**config.mk**
```make
export PLATFORM = sky130hd
export DESIGN_NAME = ram_sample_fetch
export DESIGN_NICKNAME = d
export VERILOG_FILES = /design/src/rtl/fetch_pkg.sv /design/src/rtl/fetch_hold_reg.sv /design/src/rtl/ram_sample_fetch.sv
export SDC_FILE = /design/constraint.sdc
export NUM_CORES = 1
export LEC_CHECK = 0
export ABC_CLOCK_PERIOD_IN_PS = 6320
export CORE_ASPECT_RATIO = 2
export CORE_MARGIN = 2
export CORE_UTILIZATION = 30
export CTS_CLUSTER_SIZE = 20
export DETAILED_ROUTE_END_ITERATION = 10
export HOLD_SLACK_MARGIN = 0.1
export REMOVE_ABC_BUFFERS = 1
export SLEW_MARGIN = 20
export SYNTH_ARGS = -nofsm -noshare
export SYNTH_HDL_FRONTEND = slang
export SYNTH_SLANG_ARGS = --single-unit
```
**constraint.sdc**
```tcl
create_clock -name clk -period 6.32 [get_ports clk]
set_input_delay 1.264 -clock clk [delete_from_list [all_inputs] [get_ports clk]]
set_output_delay 1.264 -clock clk [all_outputs]
set_load 0.03 [all_outputs]
```
**src/rtl/fetch_pkg.sv**
```systemverilog
// ------------------------------------------------------------------
// fetch_pkg : state encoding and shared constants for ram_sample_fetch
// Rev 1.0
// ------------------------------------------------------------------
`default_nettype none

package fetch_pkg;

  typedef enum logic [1:0] {
    S_IDLE  = 2'd0,
    S_FETCH = 2'd1,
    S_DRAIN = 2'd2,
    S_DONE  = 2'd3
  } fetch_state_t;

  localparam int unsigned DEFAULT_NUM_SAMPLES = 44100;
  localparam int unsigned RAM_RD_LATENCY      = 1;

endpackage

`default_nettype wire

```
**src/rtl/fetch_hold_reg.sv**
```systemverilog
// ------------------------------------------------------------------
// fetch_hold_reg : one-entry skid register for a returned RAM word
// Rev 1.0
// ------------------------------------------------------------------
`default_nettype none

module fetch_hold_reg #(
  parameter int unsigned DATA_W = 32
) (
  input  logic              clk,
  input  logic              reset,
  input  logic              load,
  input  logic [DATA_W-1:0] data_in,
  input  logic              unload,
  output logic              valid,
  output logic [DATA_W-1:0] data_out
);

  always_ff @(posedge clk or negedge reset) begin
    if (!reset) begin
      valid    <= 1'b0;
      data_out <= '0;
    end else if (load) begin
      valid    <= 1'b1;
      data_out <= data_in;
    end else if (unload) begin
      valid    <= 1'b0;
    end
  end

endmodule

`default_nettype wire

```
**src/rtl/ram_sample_fetch.sv**
```systemverilog
// ------------------------------------------------------------------
// ram_sample_fetch : streams a sample block from RAM into the accelerator
// FIFO; define FETCH_WRAP_EN for continuous wrap-around streaming. Rev 1.0
// ------------------------------------------------------------------
`default_nettype none

module ram_sample_fetch
  import fetch_pkg::*;
#(
  parameter int unsigned       ADDR_W      = 32,
  parameter int unsigned       DATA_W      = 32,
  parameter logic [ADDR_W-1:0] BASE_ADDR   = '0,
  parameter int unsigned       NUM_SAMPLES = DEFAULT_NUM_SAMPLES
) (
  input  logic              clk,
  input  logic              reset,
  input  logic              start,
  input  logic              stop,
  output logic              ram_read_enable,
  output logic [ADDR_W-1:0] addr,
  input  logic [DATA_W-1:0] data_bus,
  output logic              fifo_put,
  output logic [DATA_W-1:0] fifo_data,
  input  logic              fifo_full,
  output logic              busy,
  output logic              done,
  output logic [ADDR_W-1:0] sample_count
);

  localparam logic [ADDR_W-1:0] LAST_ADDR = BASE_ADDR + ADDR_W'(NUM_SAMPLES - 1);

  fetch_state_t      state;
  logic              rd_pending;
  logic              hold_valid;
  logic [DATA_W-1:0] hold_data;
  logic              hold_load;
  logic              put_hold;
  logic              put_direct;
  logic              drained;
  logic              last_issue;
  logic              leave_fetch;
  logic [ADDR_W-1:0] next_addr;
  logic [ADDR_W-1:0] next_count;

  // A read goes out only when the returning word is guaranteed a home:
  // nothing held and the FIFO currently accepting.
  assign ram_read_enable = (state == S_FETCH) && !hold_valid && !fifo_full;
  assign put_hold        = hold_valid && !fifo_full;
  assign put_direct      = rd_pending && !hold_valid && !fifo_full;
  assign hold_load       = rd_pending && fifo_full;
  assign fifo_put        = put_hold || put_direct;
  assign drained         = !hold_load && (!hold_valid || put_hold);
  assign last_issue      = ram_read_enable && (addr == LAST_ADDR);

  always_comb begin
    fifo_data = '0;
    if (hold_valid) begin
      fifo_data = hold_data;
    end else if (rd_pending) begin
      fifo_data = data_bus;
    end
  end

`ifdef FETCH_WRAP_EN
  localparam logic [ADDR_W-1:0] LAST_COUNT = ADDR_W'(NUM_SAMPLES - 1);

  assign next_addr   = (addr == LAST_ADDR) ? BASE_ADDR : addr + 1'b1;
  assign next_count  = (sample_count == LAST_COUNT) ? '0 : sample_count + 1'b1;
  assign leave_fetch = stop;
`else
  logic unused_stop;

  assign unused_stop = stop;
  assign next_addr   = addr + 1'b1;
  assign next_count  = sample_count + 1'b1;
  assign leave_fetch = last_issue;
`endif

  fetch_hold_reg #(
    .DATA_W (DATA_W)
  ) u_hold (
    .clk      (clk),
    .reset    (reset),
    .load     (hold_load),
    .data_in  (data_bus),
    .unload   (put_hold),
    .valid    (hold_valid),
    .data_out (hold_data)
  );

  always_ff @(posedge clk or negedge reset) begin
    if (!reset) begin
      state        <= S_IDLE;
      addr         <= BASE_ADDR;
      rd_pending   <= 1'b0;
      busy         <= 1'b0;
      done         <= 1'b0;
      sample_count <= '0;
    end else begin
      rd_pending <= ram_read_enable;
      done       <= 1'b0;
      if (fifo_put) begin
        sample_count <= next_count;
      end
      case (state)
        S_IDLE: begin
          if (start) begin
            state        <= S_FETCH;
            busy         <= 1'b1;
            addr         <= BASE_ADDR;
            sample_count <= '0;
          end
        end
        S_FETCH: begin
          if (ram_read_enable) begin
            addr <= next_addr;
          end
          if (leave_fetch) begin
            state <= S_DRAIN;
          end
        end
        S_DRAIN: begin
          if (drained) begin
            state <= S_DONE;
            done  <= 1'b1;
            busy  <= 1'b0;
          end
        end
        S_DONE: begin
          state <= S_IDLE;
        end
        default: begin
          state <= S_IDLE;
        end
      endcase
    end
  end

endmodule

`default_nettype wire

```
==> run metrics <==
Setup crit end kind=output port; leakage=3.017 nW; RSZ-0062 raised after global routing=no; hpwl dp=roughly 10000 um; Via density=5.160; diode count=0; sum of negative setup slack=0 ns; Final setup viols=0; pre-CTS WS=2.052 ns; clock slew seen by the registers of the worst setup and hold paths=approximately 0.06 ns; worst slew pin tran=slightly above 1 ns; count of cells resized by post-cts repair=0; drt initial violations=about 100; later-pin clock latency in the skew report=0.35 ns; layout cells sized above 1=12.16%; I/O Pins=between 100 and 150; Hold Crit Class=flip-flop to flip-flop; fin crit period=approximately 4.3 ns; Post-synth top flop=dfrtp_1; reg2reg start=state[1]; drt pass-1 iters=4; Avg Cell Area, Syn=10.62 um^2; crit-path max FO=11; Synth Cell Area=5375 um^2; grt met2 use=28.02%; max_cap viols=0; routed vias=4365; full die area=19070 um^2; CP Class=input port to output port; largest net degree at the start of global routing=54; gpl congestion=0.8383; Core Region=17700 um^2; Final Util=about two fifths; FF-to-FF setup slack=3.67 ns; input/output buffers=135; final setup margin=2.056 ns; Initial Util=30.37%; Site Rows=69; Wirelength per Cell=16.52 um; number of flops mapped to enable cells by yosys=0; sequential share of the synthesized area=47.49%; initial antenna violation count=0; Final Cycle Share=67.46%; GR Layer Usage met3=2.565%; CTS tree=yes; critical path capture point=fifo_put; mux cell area share after synthesis=7.751%; largest family of logic cells by synthesized area=simple AND/OR/NAND/NOR gates; GRT Overall Usage=~15%; Vert. Die Dim=193.3 um; Syn Inst Count=~510; asr flop ratio synth=100.0%; final WL=13980 um; gr ovfl total=0; clk sinks=102; Top Usage Layer GRT=met2; pwr dens=286.2 nW/um^2; P&R area growth vs syn=34.66%; htree depth=3; Residual DRC=0; crit start category=input port; cts hold-fix bufs=0; fillcell total=1694; Clock Tree Root=clkbuf_16; Yosys cell types=46; Worst setup startpoint=fifo_full; Finished Layout Cells=846; Post-Route Skew=0.01311 ns; first-pass GRT wire length=between 20000 and 25000 um; Power Total=2.071 mW; Worst Path Arrival=3.00 ns; xor/xnor share of the synthesized area=around 7.2%; Slew Limit Headroom=30.47%; Routed Antenna Nets=0; simple-gate share of the synthesized area=22.91%; FMAX=approximately 0.23 GHz; Die X-Extent=between 90 and 100 um; clk buf depth=2; Peak supply drop=0.1243 mV; worst reg2reg path depth=7; Post-CTS Repair Setup Buffers=0; vias in the first global route=4683; CP required=a little over 5 ns; Final Hold Fails=0; Post-Synth Adder-Cell Area=1.164%; TritonCTS Buffers=9; nets=670; Post-Place Cells=830; M1 GR Usage=15.52%; Yosys warning count=0; Synth Area in Compound Gates=a little over a tenth; Yosys reg bits=102; Max Transition Viols Final=0; status=completed; Reg2Reg Capture Point=addr[30]
==> registers in the layout (all words and copies together), names as in the netlist <==
name             cells
addr                32
busy                 1
done                 1
rd_pending           1
sample_count        32
state                2
u_hold.data_out     32
u_hold.valid         1
==> where the power goes <==
part | switching [mW] | internal [mW]
Clock | 0.248 | 0.399
Combinational | 0.328 | 0.257
Sequential | 0.106 | 0.734
Total | 0.681 | 1.39
==> kinds of logic after synthesis <==
| family | Yosys count |
|---|---|
| AO/OA/AOI/OAI | 75 |
| multiplexers | 37 |
| flip-flops | 102 |
| buffers and inverters | 34 |
| AND/OR/NAND/NOR | 209 |
| adder cells (fa/ha/maj) | 5 |
| XOR/XNOR | 44 |
==> worst max-delay path: stages <==
cell	delay, ns
clkdlybuf4s50_1	0.50
o21bai_1	0.20
buf_4	0.22
inv_1	0.12
clkdlybuf4s50_1	0.69
==> worst min-delay path by stage <==
| stage | start | endpoint | slack (ns) | depth (start not counted) |
|---|---|---|---|---|
| after floorplan | u_hold.data_out[0] | u_hold.data_out[0] | 0.48 | 1 |
| after global placement | u_hold.data_out[5] | u_hold.data_out[5] | 0.49 | 1 |
| after detailed placement | u_hold.data_out[13] | u_hold.data_out[13] | 0.50 | 1 |
| after CTS | u_hold.data_out[15] | u_hold.data_out[15] | 0.51 | 1 |
| after global routing | u_hold.data_out[24] | u_hold.data_out[24] | 0.53 | 1 |
| final | u_hold.data_out[29] | u_hold.data_out[29] | 0.51 | 1 |
==> routing by layer <==
layer	up-vias	share of wire, %
met1	2149	37
met3	23	3.7
met5	-	0
met4	0	3.4
li1	2069	-
met2	124	56
==> cells in the mapped netlist, types with 10 or more instances <==
cell type  number  share of area, %
mux2_2         33               6.9
nor3_1         15               1.4
nand3_1        21               2.0
xor2_1         23               3.7
a21oi_1        12               1.1
a22o_1         37               6.0
o21ai_0        15               1.4
nand4_1        16               1.9
xnor2_1        21               3.4
and3_1         10               1.2
clkbuf_1       14              0.98
nor2_1         54               3.8
nor4_1         14               1.6
nand2_1        37               2.6
dfrtp_1       102                47
==> through the flow <==
stage | hold slack (ns) | cell area [um^2]
after floorplan | 0.4808 | 5236
after global placement | 0.4888 | 6884
after detailed placement | 0.4972 | 6890
after CTS | 0.5118 | 7237
final | 0.5100 | 7238
after global routing | 0.5265 | 7238
==> placed cells by master, fill, tap and decap left out, types with 3 or more instances in the layout <==
cell,instances
mux2i_1,3
nor4b_1,3
dfrtp_1,101
and2_1,3
clkdlybuf4s50_1,134
nand4_1,16
nor2_1,54
o21ai_0,15
clkbuf_16,9
a22o_1,37
inv_1,6
nand3_1,21
a21oi_1,12
xor2_1,23
buf_4,5
ha_1,5
nor4_4,5
bufinv_16,3
nor4_1,14
nor2b_1,5
a21o_1,6
nand4_2,3
nor3_1,15
and3_1,10
xnor2_1,21
mux2_2,33
and4_1,5
nand2_1,37
==> cell type report <==
class,count,area (um^2),share of cell area (%)
multi-input cells,370,2670,36.89
flip-flops and latches,102,2554,35.28
repair buffers,139,1379,19.05
well taps,213,266.5,3.682
clock buffers,11,242.7,3.354
clock inverters,5,103.9,1.435
inverters,6,22.52,0.3111
Power figures use the tool's default switching activity.
